**config.mk**
```make
export PLATFORM = sky130hd
export DESIGN_NAME = operand_stage
export DESIGN_NICKNAME = d
export VERILOG_FILES = /design/src/rtl/cpu_pkg.sv /design/src/rtl/reg_file.sv /design/src/rtl/operand_stage.sv
export SDC_FILE = /design/constraint.sdc
export NUM_CORES = 1
export LEC_CHECK = 0
export BUFFER_PORTS_ARGS = -buffer_cell sky130_fd_sc_hd__buf_2
export CAP_MARGIN = 20
export CELL_PAD_IN_SITES_DETAIL_PLACEMENT = 1
export CELL_PAD_IN_SITES_GLOBAL_PLACEMENT = 1
export CORE_ASPECT_RATIO = 0.9
export CORE_MARGIN = 2
export CORE_UTILIZATION = 50
export DETAILED_ROUTE_END_ITERATION = 10
export PLACE_DENSITY = 0.88
export SLEW_MARGIN = 20
export SYNTH_ARGS = -nofsm -noshare
export SYNTH_HDL_FRONTEND = slang
export SYNTH_SLANG_ARGS = --single-unit
```
**constraint.sdc**
```tcl
create_clock -name CLK -period 9 [get_ports CLK]
set_clock_uncertainty 0.1 [all_clocks]
set_input_delay 0.45 -clock CLK [delete_from_list [all_inputs] [get_ports CLK]]
set_output_delay 0.45 -clock CLK [all_outputs]
set_load 0.05 [all_outputs]
```
**src/rtl/cpu_pkg.sv**
```systemverilog
// Shared opcode, ALU select and field-position constants
// for the decode/operand stage.
package cpu_pkg;

  localparam int DATA_W = 8;
  localparam int ADDR_W = 3;
  localparam int NREGS  = 2 ** ADDR_W;

  localparam logic [7:0] OP_LOADI = 8'h00;
  localparam logic [7:0] OP_MOV   = 8'h01;
  localparam logic [7:0] OP_ADD   = 8'h02;
  localparam logic [7:0] OP_SUB   = 8'h03;
  localparam logic [7:0] OP_AND   = 8'h04;
  localparam logic [7:0] OP_OR    = 8'h05;

  localparam logic [2:0] SEL_FWD = 3'b000;
  localparam logic [2:0] SEL_ADD = 3'b001;
  localparam logic [2:0] SEL_AND = 3'b010;
  localparam logic [2:0] SEL_OR  = 3'b011;

  localparam int OP_LSB   = 24;
  localparam int DEST_LSB = 16;
  localparam int SRC1_LSB = 8;
  localparam int SRC2_LSB = 0;
  localparam int IMM_LSB  = 0;

  typedef enum logic [1:0] {
    OPB_REG,
    OPB_NEG,
    OPB_IMM
  } opb_e;

  typedef struct packed {
    logic       legal;
    logic [2:0] sel;
    opb_e       opb;
  } dec_t;

  function automatic dec_t decode(
    input logic [7:0] op
  );
    dec_t d;
    d = '{legal: 1'b1, sel: SEL_FWD,
          opb: OPB_REG};
    unique case (op)
      OP_LOADI: d.opb = OPB_IMM;
      OP_MOV:   d.sel = SEL_FWD;
      OP_ADD:   d.sel = SEL_ADD;
      OP_SUB: begin
        d.sel = SEL_ADD;
        d.opb = OPB_NEG;
      end
      OP_AND:   d.sel = SEL_AND;
      OP_OR:    d.sel = SEL_OR;
      default:  d.legal = 1'b0;
    endcase
    return d;
  endfunction

endpackage

```
**src/rtl/reg_file.sv**
```systemverilog
// NREGS x DATA_W register file: two combinational reads,
// one synchronous write, synchronous clear.
module reg_file
  import cpu_pkg::*;
(
  input  logic              CLK,
  input  logic              RESET,
  input  logic              we_i,
  input  logic [ADDR_W-1:0] waddr_i,
  input  logic [DATA_W-1:0] wdata_i,
  input  logic [ADDR_W-1:0] raddr1_i,
  input  logic [ADDR_W-1:0] raddr2_i,
  output logic [DATA_W-1:0] rdata1_o,
  output logic [DATA_W-1:0] rdata2_o
);

  logic [DATA_W-1:0] regs_q [NREGS];

  always_ff @(posedge CLK) begin
    if (RESET) begin
      for (int i = 0; i < NREGS; i++)
        regs_q[i] <= '0;
    end else if (we_i) begin
      regs_q[waddr_i] <= wdata_i;
    end
  end

  assign rdata1_o = regs_q[raddr1_i];
  assign rdata2_o = regs_q[raddr2_i];

endmodule

```
**src/rtl/operand_stage.sv**
```systemverilog
// Decode/operand stage: reads sources with bypass, drives
// registered ALU operands and writes ALU results back.
module operand_stage
  import cpu_pkg::*;
(
  input  logic              CLK,
  input  logic              RESET,
  input  logic [31:0]       INSTRUCTION,
  input  logic              INSTR_VALID,
  input  logic [DATA_W-1:0] ALU_RESULT,
  output logic [DATA_W-1:0] DATA1,
  output logic [DATA_W-1:0] DATA2,
  output logic [2:0]        SELECT,
  output logic              WB_EN,
  output logic [ADDR_W-1:0] WB_ADDR,
  output logic              ILLEGAL_OP
);

  logic [7:0]        op;
  logic [ADDR_W-1:0] dest, src1, src2;
  logic [DATA_W-1:0] imm;
  dec_t              dec;

  assign op   = INSTRUCTION[OP_LSB +: 8];
  assign dest = INSTRUCTION[DEST_LSB +: ADDR_W];
  assign src1 = INSTRUCTION[SRC1_LSB +: ADDR_W];
  assign src2 = INSTRUCTION[SRC2_LSB +: ADDR_W];
  assign imm  = INSTRUCTION[IMM_LSB +: DATA_W];
  assign dec  = decode(op);

  logic [DATA_W-1:0] d1_q, d1_d, d2_q, d2_d;
  logic [2:0]        sel_q, sel_d;
  logic              wb_en_q, wb_en_d;
  logic [ADDR_W-1:0] wb_addr_q, wb_addr_d;
  logic              ill_q, ill_d;
  logic [DATA_W-1:0] rd1, rd2, opa, opb;

  reg_file u_rf (
    .CLK      (CLK),
    .RESET    (RESET),
    .we_i     (wb_en_q),
    .waddr_i  (wb_addr_q),
    .wdata_i  (ALU_RESULT),
    .raddr1_i (src1),
    .raddr2_i (src2),
    .rdata1_o (rd1),
    .rdata2_o (rd2)
  );

  // The write landing this edge is not yet in the file.
  always_comb begin
    opa = rd1;
    opb = rd2;
    if (wb_en_q && src1 == wb_addr_q)
      opa = ALU_RESULT;
    if (wb_en_q && src2 == wb_addr_q)
      opb = ALU_RESULT;
  end

  always_comb begin
    d1_d      = d1_q;
    d2_d      = d2_q;
    sel_d     = sel_q;
    wb_addr_d = wb_addr_q;
    wb_en_d   = 1'b0;
    ill_d     = 1'b0;
    if (INSTR_VALID) begin
      if (dec.legal) begin
        d1_d      = opa;
        sel_d     = dec.sel;
        wb_en_d   = 1'b1;
        wb_addr_d = dest;
        unique case (dec.opb)
          OPB_IMM: d2_d = imm;
          OPB_NEG: d2_d = (~opb) + 1'b1;
          default: d2_d = opb;
        endcase
      end else begin
        ill_d = 1'b1;
      end
    end
  end

  always_ff @(posedge CLK) begin
    if (RESET) begin
      d1_q      <= '0;
      d2_q      <= '0;
      sel_q     <= SEL_FWD;
      wb_en_q   <= 1'b0;
      wb_addr_q <= '0;
      ill_q     <= 1'b0;
    end else begin
      d1_q      <= d1_d;
      d2_q      <= d2_d;
      sel_q     <= sel_d;
      wb_en_q   <= wb_en_d;
      wb_addr_q <= wb_addr_d;
      ill_q     <= ill_d;
    end
  end

  assign DATA1      = d1_q;
  assign DATA2      = d2_q;
  assign SELECT     = sel_q;
  assign WB_EN      = wb_en_q;
  assign WB_ADDR    = wb_addr_q;
  assign ILLEGAL_OP = ill_q;

endmodule

```
# After elaboration in Yosys (flattened, before gate mapping)
# Memories as Yosys holds them, arrays and structs flattened. A register that Yosys moved wholly into a read port is not among the register bits.
# Index checks and enable logic that the tools add are counted.
[word_totals]
out_inout_bits = 24
inputBits = 43
regBits = 16
mem_count = 1
word_cells = 39
mem_bits_rw = 64
[memory_table]
columns = ["memory", "words", "width", "rd", "rd_ports_with_merged_regs", "wr", "line_no", "rtl"]
rows = [
  ["u_rf.regs_q", 8, 8, 2, 1, 8, "reg_file.sv:17", "logic [DATA_W-1:0] regs_q [NREGS];"],
]
[classes]
eq_ne = 8
bitwise_logic = 2
n_reduce_logical = 7
muxes = 15
add_sub_neg = 1
[ops]
columns = ["cell", "count"]
rows = [
  ["$eq 8x2->1 const B", 2],
  ["$eq 8x3->1 const B", 2],
  ["$mux 8", 2],
  ["$pmux 8 s2", 1],
  ["$mux 1", 9],
  ["$add 8x1->8 const B", 1],
  ["$eq 8x1->1 const B", 1],
  ["$logic_not 8->1", 1],
  ["$not 8->8", 1],
  ["$reduce_or 8->1", 1],
  ["$pmux 2 s3", 1],
  ["$reduce_or 6->1", 1],
  ["$pmux 2 s2", 1],
  ["$reduce_or 2->1", 2],
  ["$eq 3x3->1", 1],
  ["$mux 3", 1],
  ["$eq 2x1->1 const B", 1],
  ["$eq 2x2->1 const B", 1],
  ["$reduce_and 2->1", 1],
  ["$logic_and 1x1->1", 1],
  ["$not 1->1", 1],
]

# Logic depth before layout (Yosys ltp)
[depth]
depth_word = 6
depth_mapped = 12
depth_no_buf = 11

# Hierarchy
# Synthesis repeated with hierarchy kept, for this count alone.
[hier_totals]
cells_unflattened = 412
hier_area_um2 = 5082.4
[modules_own_cells]
columns = ["module", "instances", "area_each_um2", "cells_per_inst", "seq_area_each_um2"]
rows = [
  ["reg_file", 1, 3544.6, 222, 1921.8],
  ["operand_stage", 1, 1537.7, 190, 460.4],
]

# Worst setup path after synthesis
# Ideal clock, no wire load.
[synth_path]
path_kind = "input -> register"
startpoint = "input port INSTRUCTION[1]"
endpoint = "register d2_q[6], in the netlist DATA2[6]"
slack_ns = 5.803
path_stages = 9
setup_ns = 0.091
t_required_ns = 8.809
path_buffers = 2
t_arrival_ns = 3.006
path_cell_list = "buf_2 -> buf_2 -> mux4_2 -> mux2_2 -> mux2i_1 -> ha_1 -> nand3_1 -> or4_1 -> a311oi_1"
[synth_between]
elab_chain_len = 6
elab_cells_between_ends = 7
cone_classes = "1 x add/sub; 1 x eq/ne; 2 x mux; 1 x bitwise; 1 x reduce/logical; 1 x memory"
[synth_lines]
columns = ["element", "line_no", "rtl"]
rows = [
  ["from (decl)", "operand_stage.sv:8", "input logic [31:0] INSTRUCTION,"],
  ["parallel branches: the longest is 2 deep, another holds $mem_v2 8x8", "--", ""],
  ["$mux 8 (*)", "operand_stage.sv:56", "if (wb_en_q && src2 == wb_addr_q)"],
  ["$not 8->8", "operand_stage.sv:75", "OPB_NEG: d2_d = (~opb) + 1'b1;"],
  ["$add 8x1->8", "operand_stage.sv:75", ""],
  ["$pmux 8 s2 (*)", "operand_stage.sv:73", "unique case (dec.opb)"],
  ["to (signal assigned)", "operand_stage.sv:87", "d2_q <= '0;"],
  ["to (signal assigned)", "operand_stage.sv:94", "d2_q <= d2_d;"],
  ["to (decl)", "operand_stage.sv:31", "logic [DATA_W-1:0] d1_q, d1_d, d2_q, d2_d;"],
]
# Every way passes the cells marked *.
# A chain may end at the register's enable or synchronous reset.

# Worst setup path in the final report
[layout_path]
startpoint = "register wb_addr_q[2], in the netlist WB_ADDR[2]"
endpoint = "register d2_q[6], in the netlist DATA2[6]"
[layout_between]
elab_chain_len = 6
[layout_lines]
columns = ["element", "line_no", "rtl"]
rows = [
  ["from (decl)", "operand_stage.sv:34", "logic [ADDR_W-1:0] wb_addr_q, wb_addr_d;"],
  ["from (signal assigned)", "operand_stage.sv:97", "wb_addr_q <= wb_addr_d;"],
  ["$eq 3x3->1 (*)", "operand_stage.sv:56", ""],
  ["$logic_and 1x1->1 (*)", "operand_stage.sv:56", ""],
  ["$mux 8 (*)", "operand_stage.sv:56", ""],
  ["$not 8->8", "operand_stage.sv:75", ""],
  ["$add 8x1->8", "operand_stage.sv:75", ""],
  ["$pmux 8 s2 (*)", "operand_stage.sv:73", ""],
]
# Mark *: on every way between the ends. The rest lies on a longest branch, timed or not.

==> flow_metrics.py <==
metrics = {
    "place": {
        "io_buffers": 55,
        "dpl.hpwl_mm": 9.45,
        "place_inst": 557,
        "place_congestion": 0.805,
    },
    "die": {
        "initial_core_util_pct": 50.8,
        "fp.dieW_um": 108,
        "rows": 34,
        "core-area_um2": 9570,
        "dieArea_um2": 10500,
        "die_y_um": 97.6,
        "ios": 67,
    },
    "pwr": {
        "p_leak_nw": 2.09,
        "powerDensity_nw_per_um2": 152,
        "ir_drop_uv": 91.1,
    },
    "synthesis": {
        "ys_seq_elements": 87,
        "synth.yosys.seq_area_share_pct": 49.0,
        "syn_inst": 399,
        "synth_warnings": 0,
        "synthesis.nets": 445,
        "syn_area_per_cell_um2": 12.2,
        "synth_edf_count": 64,
        "synth_area_um2": 4860,
        "synth_cell_type_count": 54,
        "async_reset_ff_share_pct": 0,
        "synth_flop_cell": "edfxtp_1",
    },
    "hold_path": {
        "worstHoldPathType": "in -> reg",
    },
    "sta": {
        "maxSlewHeadroom_pct": 55.9,
        "worstMarginPinSlew_ps": 660,
        "max_freq_mhz": 314,
        "fin_tns_setup_ps": 0,
        "fin_crit_sh_pct": 35.4,
        "finalSetupViolations": 0,
        "period_needed_ps": 3180,
        "final_hold_viol_count": 0,
        "rsz0062_at_grt": "false",
        "slew_viol_final": 0,
    },
    "cts": {
        "post_cts_buffers": 0,
        "cts_max_path_buffers": 2,
        "cts_resized": 0,
        "clock_sinks": 87,
        "cts_buffers": 9,
        "clkTransAtPathRegs_ps": 100,
        "h-tree-depth": 3,
        "cts_root_buffer": "clkbuf_8",
        "cts_tree": "done",
        "clock_latency_ps": 360,
        "ctsHoldBuffers": 0,
    },
    "finish": {
        "stdcell_count": 572,
        "nets": 488,
        "fillers": 1025,
        "drive_above_1_share_pct": 28.7,
        "n_antenna_cell": 0,
        "syn_to_final_growth_pct": 10.8,
    },
    "critical_path": {
        "required_ps": 9180,
        "worst_ep_arrival_time_ps": 3360,
        "critical_path_class": "reg -> reg",
        "cp_max_fo": 11,
        "startpoint_type": "flip-flop",
        "end_kind": "flip-flop",
    },
    "drt": {
        "drc": 0,
        "wire_per_inst_um": 22.0,
        "drtIter0Drc": 216,
        "vias": 3469,
        "finalWirelength_mm": 12.6,
        "firstDrtPassIters": 4,
        "ant_nets": 0,
        "via_per_inst": 6.06,
    },
    "global_routing": {
        "grt_first_pass_wirelength_mm": 20.6,
        "grt_util_all_layers_pct": 25.8,
        "antenna_found_initial": 0,
        "grt_pass1_vias": 3718,
        "grt_overflow_total": 0,
        "grt_max_degree": 34,
    },
    "flow_run": {
        "maxCapViolCount": 0,
    },
    "outcome": {
        "outcome": "complete, no violations",
    },
}
[stage by stage]
step	hold WS (ps)	utilization, %	area [um2]	worst slack (ps)	total power [mW]
after floorplan	486	-	4860	5800	0.518
after CTS	216	56.3	5390	5850	0.823
after global routing	226	56.3	5390	5630	0.846
after global placement	343	54.3	5190	5590	0.541
after detailed placement	353	54.3	5190	5510	0.547
final	223	56.3	5390	5820	0.818
[worst paths after layout]
path | start | end | slack, ps | cells past startpoint
setup / recovery | WB_ADDR[2]$_SDFFE_PP0P_ | DATA2[6]$_SDFFE_PP0P_ | 5820 | 7
hold / removal | INSTRUCTION[18] | WB_ADDR[2]$_SDFFE_PP0P_ | 220 | 3
setup reg to reg | WB_ADDR[2]$_SDFFE_PP0P_ | DATA2[6]$_SDFFE_PP0P_ | 5820 | 7
hold reg to reg | DATA1[2]$_SDFFE_PP0P_ | DATA1[2]$_SDFFE_PP0P_ | 360 | 2
[routing by layer]
layer	GRT usage [%]	share of wire [%]	wire length [um]	up-vias
met4	7.20	1.3	159	0
met3	3.82	5.2	656	14
met2	43.0	51	6470	122
met5	0	0	0	-
met1	35.2	42	5300	1763
li1	-	-	-	1570
[critical path, cell delays in order, from the launching register on]
cell and delay [ps]:
dfxtp_1 630, xnor2_1 200, nand4_2 440, mux2i_1 500
ha_1 310, nand3_1 110, or4_1 530, a311oi_1 270
[final cells by class]
type	count	area (um2)	share of cell area, %
clock buffers	9	124	2.30
clock inverters	6	71.3	1.32
inverters	7	26.3	0.487
multi-input cells	278	2320	43.1
flip-flops and latches	87	2380	44.2
well taps	126	158	2.92
repair buffers	59	305	5.66
[report_power, final]
part           internal, mW  leakage [nW]  switching, mW  total, mW
clock network         0.129        0.0934          0.150      0.279
logic                0.0397          1.15         0.0539     0.0936
registers             0.439         0.849        0.00682      0.446
total                 0.608          2.09          0.210      0.818
[flip-flops by register name, summed over array words and instances (netlist names)]
signal       flops
u_rf.regs_q     64
ILLEGAL_OP       1
DATA2            8
SELECT           2
DATA1            8
WB_ADDR          3
WB_EN            1
[cells by family (layout without fill, tap and decap cells)]
kind of cell | count (synthesis) | in the layout | share of synthesized area [%]
AND/OR/NAND/NOR | 160 | 160 | 17.7
flip-flops | 87 | 87 | 49.0
other | 1 | 1 | 0.0771
XOR/XNOR | 6 | 6 | 1.23
buffers and inverters | 34 | 81 | 3.27
AO/OA/AOI/OAI | 49 | 49 | 6.71
multiplexers | 59 | 59 | 21.2
adder cells (fa/ha/maj) | 3 | 3 | 0.772
[cells in the mapped netlist (8+ instances only)]
cell type	instances	area share (%)
o211ai_1	8	1.2
a21oi_1	19	2.0
nor2_1	22	1.7
nand2_1	33	2.5
mux2i_1	14	2.9
or2_2	9	1.2
mux4_2	30	14
clkbuf_1	20	1.5
mux2_2	10	2.3
nor3_1	10	1.0
dfxtp_1	23	9.5
edfxtp_1	64	40
and2_1	57	7.3
[layout by cell type, fill, tap and decap left out, types with 4 or more instances in the layout]
cell      count
nor3_1       10
buf_2        55
nand3_1       5
mux2i_1      14
mux2_2       10
nand2b_1      7
nor2_1       22
o211ai_1      8
mux4_2       30
xnor2_1       5
a211oi_1      4
or2_2         9
inv_1         7
a21oi_1      19
edfxtp_1     64
nand2_1      33
buf_4         4
clkbuf_8      9
dfxtp_1      23
and2_1       57
Note: power is estimated with default switching activity, not from simulation.
